==> src/rtl/dot_product_accumulator.sv <==
// Signed dot-product MAC: accumulates vec_len operand beats, then holds a shifted, saturated result until out_ready.
// Result is registered 1 clock after the last beat; in_ready is low while a result is held. Define DPA_BIAS_EN for a first-beat bias.
module dot_product_accumulator #(
   parameter int IN_WIDTH  = 8,
   parameter int ACC_WIDTH = 24,
   parameter int OUT_WIDTH = 16,
   parameter int LEN_WIDTH = 8,
   parameter int OUT_SHIFT = 0
) (
   input  logic                 clk,
   input  logic                 rst_n,
   input  logic [IN_WIDTH-1:0]  a_in,
   input  logic [IN_WIDTH-1:0]  w_in,
   input  logic [LEN_WIDTH-1:0] vec_len,
   input  logic [OUT_WIDTH-1:0] bias_in,
   input  logic                 in_valid,
   output logic                 in_ready,
   output logic [OUT_WIDTH-1:0] out_data,
   output logic                 out_valid,
   input  logic                 out_ready,
   output logic                 out_sat,
   output logic                 busy
);

   typedef enum logic [1:0] {IDLE, ACCUM, DONE} state_t;

   state_t                      state_q, state_d;
   logic signed [ACC_WIDTH-1:0] acc_q, acc_d;
   logic [LEN_WIDTH-1:0]        count_q, count_d;
   logic [LEN_WIDTH-1:0]        len_q, len_d;
   logic [OUT_WIDTH-1:0]        out_data_q, out_data_d;
   logic                        out_sat_q, out_sat_d;

   logic signed [2*IN_WIDTH-1:0]    prod;
   logic signed [ACC_WIDTH-1:0]     prod_ext;
   logic signed [ACC_WIDTH-1:0]     first_val;
   logic signed [ACC_WIDTH-1:0]     acc_sum;
   logic signed [ACC_WIDTH-1:0]     acc_shift;
   logic [ACC_WIDTH-OUT_WIDTH:0]    acc_hi;
   logic                            no_clip;
   logic                            last_beat;

   localparam logic [OUT_WIDTH-1:0] OUT_MAX = {1'b0, {(OUT_WIDTH-1){1'b1}}};
   localparam logic [OUT_WIDTH-1:0] OUT_MIN = {1'b1, {(OUT_WIDTH-1){1'b0}}};

   assign prod     = (2*IN_WIDTH)'($signed(a_in)) * (2*IN_WIDTH)'($signed(w_in));
   assign prod_ext = ACC_WIDTH'(prod);

`ifdef DPA_BIAS_EN
   assign first_val = prod_ext + ACC_WIDTH'($signed(bias_in));
`else
   logic unused_bias;
   assign unused_bias = ^bias_in;
   assign first_val   = prod_ext;
`endif

   assign acc_sum   = (state_q == IDLE) ? first_val : (acc_q + prod_ext);
   assign acc_shift = acc_sum >>> OUT_SHIFT;
   // In range iff every bit above the output sign bit matches it.
   assign acc_hi    = acc_shift[ACC_WIDTH-1:OUT_WIDTH-1];
   assign no_clip   = (&acc_hi) | ~(|acc_hi);

   always_comb begin
      state_d    = state_q;
      acc_d      = acc_q;
      count_d    = count_q;
      len_d      = len_q;
      out_data_d = out_data_q;
      out_sat_d  = out_sat_q;
      last_beat  = 1'b0;
      unique case (state_q)
         IDLE: begin
            if (in_valid) begin
               acc_d     = acc_sum;
               count_d   = LEN_WIDTH'(1);
               len_d     = vec_len;
               last_beat = (vec_len <= LEN_WIDTH'(1));
               state_d   = last_beat ? DONE : ACCUM;
            end
         end
         ACCUM: begin
            if (in_valid) begin
               acc_d     = acc_sum;
               count_d   = count_q + LEN_WIDTH'(1);
               last_beat = (count_d == len_q);
               if (last_beat) state_d = DONE;
            end
         end
         DONE: begin
            if (out_ready) state_d = IDLE;
         end
         default: state_d = IDLE;
      endcase
      if (last_beat) begin
         out_data_d = no_clip ? acc_shift[OUT_WIDTH-1:0]
                              : (acc_shift[ACC_WIDTH-1] ? OUT_MIN : OUT_MAX);
         out_sat_d  = ~no_clip;
      end
   end

   always_ff @(posedge clk or negedge rst_n) begin
      if (!rst_n) begin
         state_q    <= IDLE;
         acc_q      <= '0;
         count_q    <= '0;
         len_q      <= '0;
         out_data_q <= '0;
         out_sat_q  <= 1'b0;
      end else begin
         state_q    <= state_d;
         acc_q      <= acc_d;
         count_q    <= count_d;
         len_q      <= len_d;
         out_data_q <= out_data_d;
         out_sat_q  <= out_sat_d;
      end
   end

   assign in_ready  = (state_q != DONE);
   assign out_valid = (state_q == DONE);
   assign busy      = (state_q != IDLE);
   assign out_data  = out_data_q;
   assign out_sat   = out_sat_q;

endmodule

==> config.mk <==
export PLATFORM = sky130hd
export DESIGN_NAME = dot_product_accumulator
export DESIGN_NICKNAME = d
export VERILOG_FILES = /design/src/rtl/dot_product_accumulator.sv
export SDC_FILE = /design/constraint.sdc
export NUM_CORES = 1
export LEC_CHECK = 0
export BUFFER_PORTS_ARGS = -buffer_cell sky130_fd_sc_hd__buf_4
export CAP_MARGIN = 25
export CORE_MARGIN = 1.5
export CORE_UTILIZATION = 55
export CTS_CLUSTER_DIAMETER = 100
export DETAILED_ROUTE_END_ITERATION = 8
export PLACE_DENSITY = 0.8
export SLEW_MARGIN = 10
export SYNTH_ARGS = -nofsm -noshare
export SYNTH_HDL_FRONTEND = slang
export SYNTH_SLANG_ARGS = --single-unit
==> constraint.sdc <==
create_clock -name clk -period 4.8 [get_ports clk]
set_input_delay 0.24 -clock clk [delete_from_list [all_inputs] [get_ports clk]]
set_output_delay 0.24 -clock clk [all_outputs]
set_load 0.01 [all_outputs]
==> results.json <==
{
  "vias": 7330,
  "cts_hold_buf": 0,
  "final-setup-viol-count": 33,
  "dp_hpwl_um": 14100,
  "final_max_slew_viol_count": 0,
  "synth_ff_type": "dfrtp_1",
  "first_iter_violations": 941,
  "clk_path_buf_depth": 2,
  "yosysTopAreaCell": "dfrtp_1",
  "synth_cell_types": 60,
  "core_area_um2": 12000,
  "crit_arrival_ps": 6960,
  "yosys_warnings": 0,
  "grt_pass1_wl_um": 34200,
  "cts-htree-levels": 3,
  "critPathMaxFanout": 15,
  "violations": "hold timing, setup timing",
  "vias_per_cell": 6.54,
  "status": "finished, violations left",
  "period_share_pct": 140,
  "rr_startpoint": "count_q[0]",
  "root_buffer": "clkbuf_16",
  "placed_area_um2": 8410,
  "finClkSkew_ps": 15.4,
  "cp-end-kind": "register",
  "rsz0062_at_grt": "true",
  "cts_tree": "done",
  "hold_viol": 26,
  "wl_met1_um": 8920,
  "worst_slew_pin_slew_ps": 922,
  "path_buf_inv": 8,
  "syn_nets": 925,
  "slew_headroom_pct": 38.5,
  "dr.max_layer_used": "met4",
  "yosysTopAreaCellShare_pct": 22.0,
  "rr_worst_depth": 11,
  "synth_most_common_cell": "inv_1",
  "grt_pass1_vias": 7067,
  "synth_commonest_cells": "inv_1 (99), nand2_1 (71), dfrtp_1 (59), fa_1 (56), o21ai_0 (56)",
  "route.met2.wl_um": 12400,
  "synth_edf_count": 0,
  "synth.avg_cell_area_um2": 8.70,
  "die-width_um": 113,
  "cts_buffers": 9,
  "drtAntennaViolNets": 0,
  "synthTopCellsByArea": "dfrtp_1 (22%), fa_1 (17%), ha_1 (10%)",
  "whs_ps": -28.0,
  "ioPinCount": 64,
  "wirelength_um": 25400,
  "cp-start-kind": "input pin",
  "overflow": 0,
  "ys_ff_latch": 59,
  "maxCapViolCount": 0,
  "r2r_end": "out_data[8]",
  "wl_met3_um": 2210,
  "async_flop_share_pct": 100,
  "die_y_um": 113,
  "stdcell_area_um2": 9680,
  "nets": 1123,
  "io_buffer_count": 47,
  "clock.fmax_ghz": 0.149,
  "cts.sinks": 59,
  "antenna_found_initial": 0,
  "grt_usage_pct": 33.3,
  "layout-drive-gt1-share_pct": 39.2,
  "drt_first_pass_iters": 6,
  "die-area_um2": 12900,
  "n_antenna_cell": 0,
  "rows": 40,
  "grt_max_degree": 60,
  "synth_seq_area_share_pct": 22.0,
  "path_delay_family": "adder cells",
  "insertion_delay_ps": 350,
  "hold_class": "input pin to asynchronous set/reset pin",
  "syn_to_final_growth_pct": 44.3,
  "critical_path_class": "input pin to register",
  "required_ps": 5040,
  "synthesis.area_um2": 6700,
  "synthCells": 771,
  "slowest_delay_ps": 570,
  "wire_per_inst_um": 22.7,
  "crit_path_top_delay_cell": "fa_1",
  "initial_core_util_pct": 56.0,
  "r2r_setup_slack_ps": 860,
  "fin_ws_ps": -1930,
  "gp_congestion": 0.922,
  "clk_pin_slew_ps": 70,
  "n_fill_cell": 588,
  "min_period_ps": 6730,
  "drc_errors": 0
}
==> placed cells by master, fill, tap and decap left out, types with 14 or more instances in the layout <==
cell type | synthesis | routed
dfrtp_1 | 59 | 59
buf_6 | 2 | 18
o21ai_0 | 56 | 33
and2_1 | 48 | 38
nor2_1 | 46 | 44
xnor2_1 | 29 | 22
ha_4 | 0 | 14
a21oi_1 | 39 | 23
ha_1 | 54 | 35
inv_1 | 99 | 89
buf_4 | 0 | 185
nand2_1 | 71 | 65
a211oi_2 | 5 | 15
fa_1 | 56 | 55
==> worst max-delay path by stage <==
stage,from,to,slack (ps),cells past startpoint
finish,w_in[1],out_data[8],-1930,31
global route,w_in[0],out_data[8],-2160,31
CTS,a_in[5],out_data[1],-1420,26
detailed placement,w_in[4],out_data[11],-1930,27
global placement,w_in[2],out_data[13],-1880,28
floorplan,w_in[2],out_data[11],-1350,26
==> final cells by class <==
cell class              instances  area (um^2)  share of cell area [%]
multi-input cells             592         5660                    58.5
repair buffers                208         1680                    17.4
flip-flops and latches         59         1480                    15.3
inverters                      99          372                    3.84
clock buffers                  10          239                    2.47
well taps                     147          184                    1.90
clock inverters                 6         65.1                   0.672
==> registers in the layout (all words and copies together) (netlist names) <==
signal,cells
out_data,16
count_q,8
out_sat,1
len_q,8
acc_q,24
state_q,2
==> worst register-to-register path, stage by stage, from the launching register on <==
cell       delay, ps
dfrtp_1          470
ha_1             280
nand3_1          180
nor2_1           230
xnor2_1          100
nor4_1           550
o21a_1           830
nor2b_1          350
o2111ai_2        250
a211oi_2         280
buf_6            210
a211oi_2          70
==> routing by layer <==
| layer | vias to the layer above | track usage (%) |
|---|---|---|
| li1 | 3013 | - |
| met1 | 3528 | 41.6 |
| met2 | 564 | 56.4 |
| met3 | 225 | 5.63 |
| met4 | 0 | 16.5 |
| met5 | - | 0 |
==> stage by stage <==
step / setup WS (ps) / hold slack, ps / setup TNS (ps) / std cells / util, %
5_1_grt: -2160 / 43.3 / -51200 / 1121 / 80.9
3_5_place_dp: -1930 / 354 / -46620 / 1071 / 70.3
3_3_place_gp: -1880 / 351 / -44550 / 1071 / 70.3
2_1_floorplan: -1350 / -55.6 / -26800 / 771 / -
4_1_cts: -1420 / 19.3 / -31580 / 1110 / 77.9
6_report: -1930 / -28.0 / -45280 / 1121 / 80.9
==> cell families (layout without fill, tap and decap cells) <==
logic type	after synthesis	count (layout)	share of synthesized area [%]
adder cells (fa/ha/maj)	110	110	26.8
AO/OA/AOI/OAI	192	192	18.8
multiplexers	16	16	2.59
XOR/XNOR	41	42	5.56
AND/OR/NAND/NOR	232	232	17.1
flip-flops	59	59	22.0
buffers and inverters	121	323	7.05
==> repair_timing <==
item | in CTS | in global routing
pin swaps | 66 | 21
buffers inserted | 23 | 12
gates resized for setup | 89 | 61
setup endpoints to repair | 31 | 33
gates cloned | 1 | 0
Power is not shown: default switching activity piles up to over one toggle a cycle in this logic, so the estimate is an artifact.
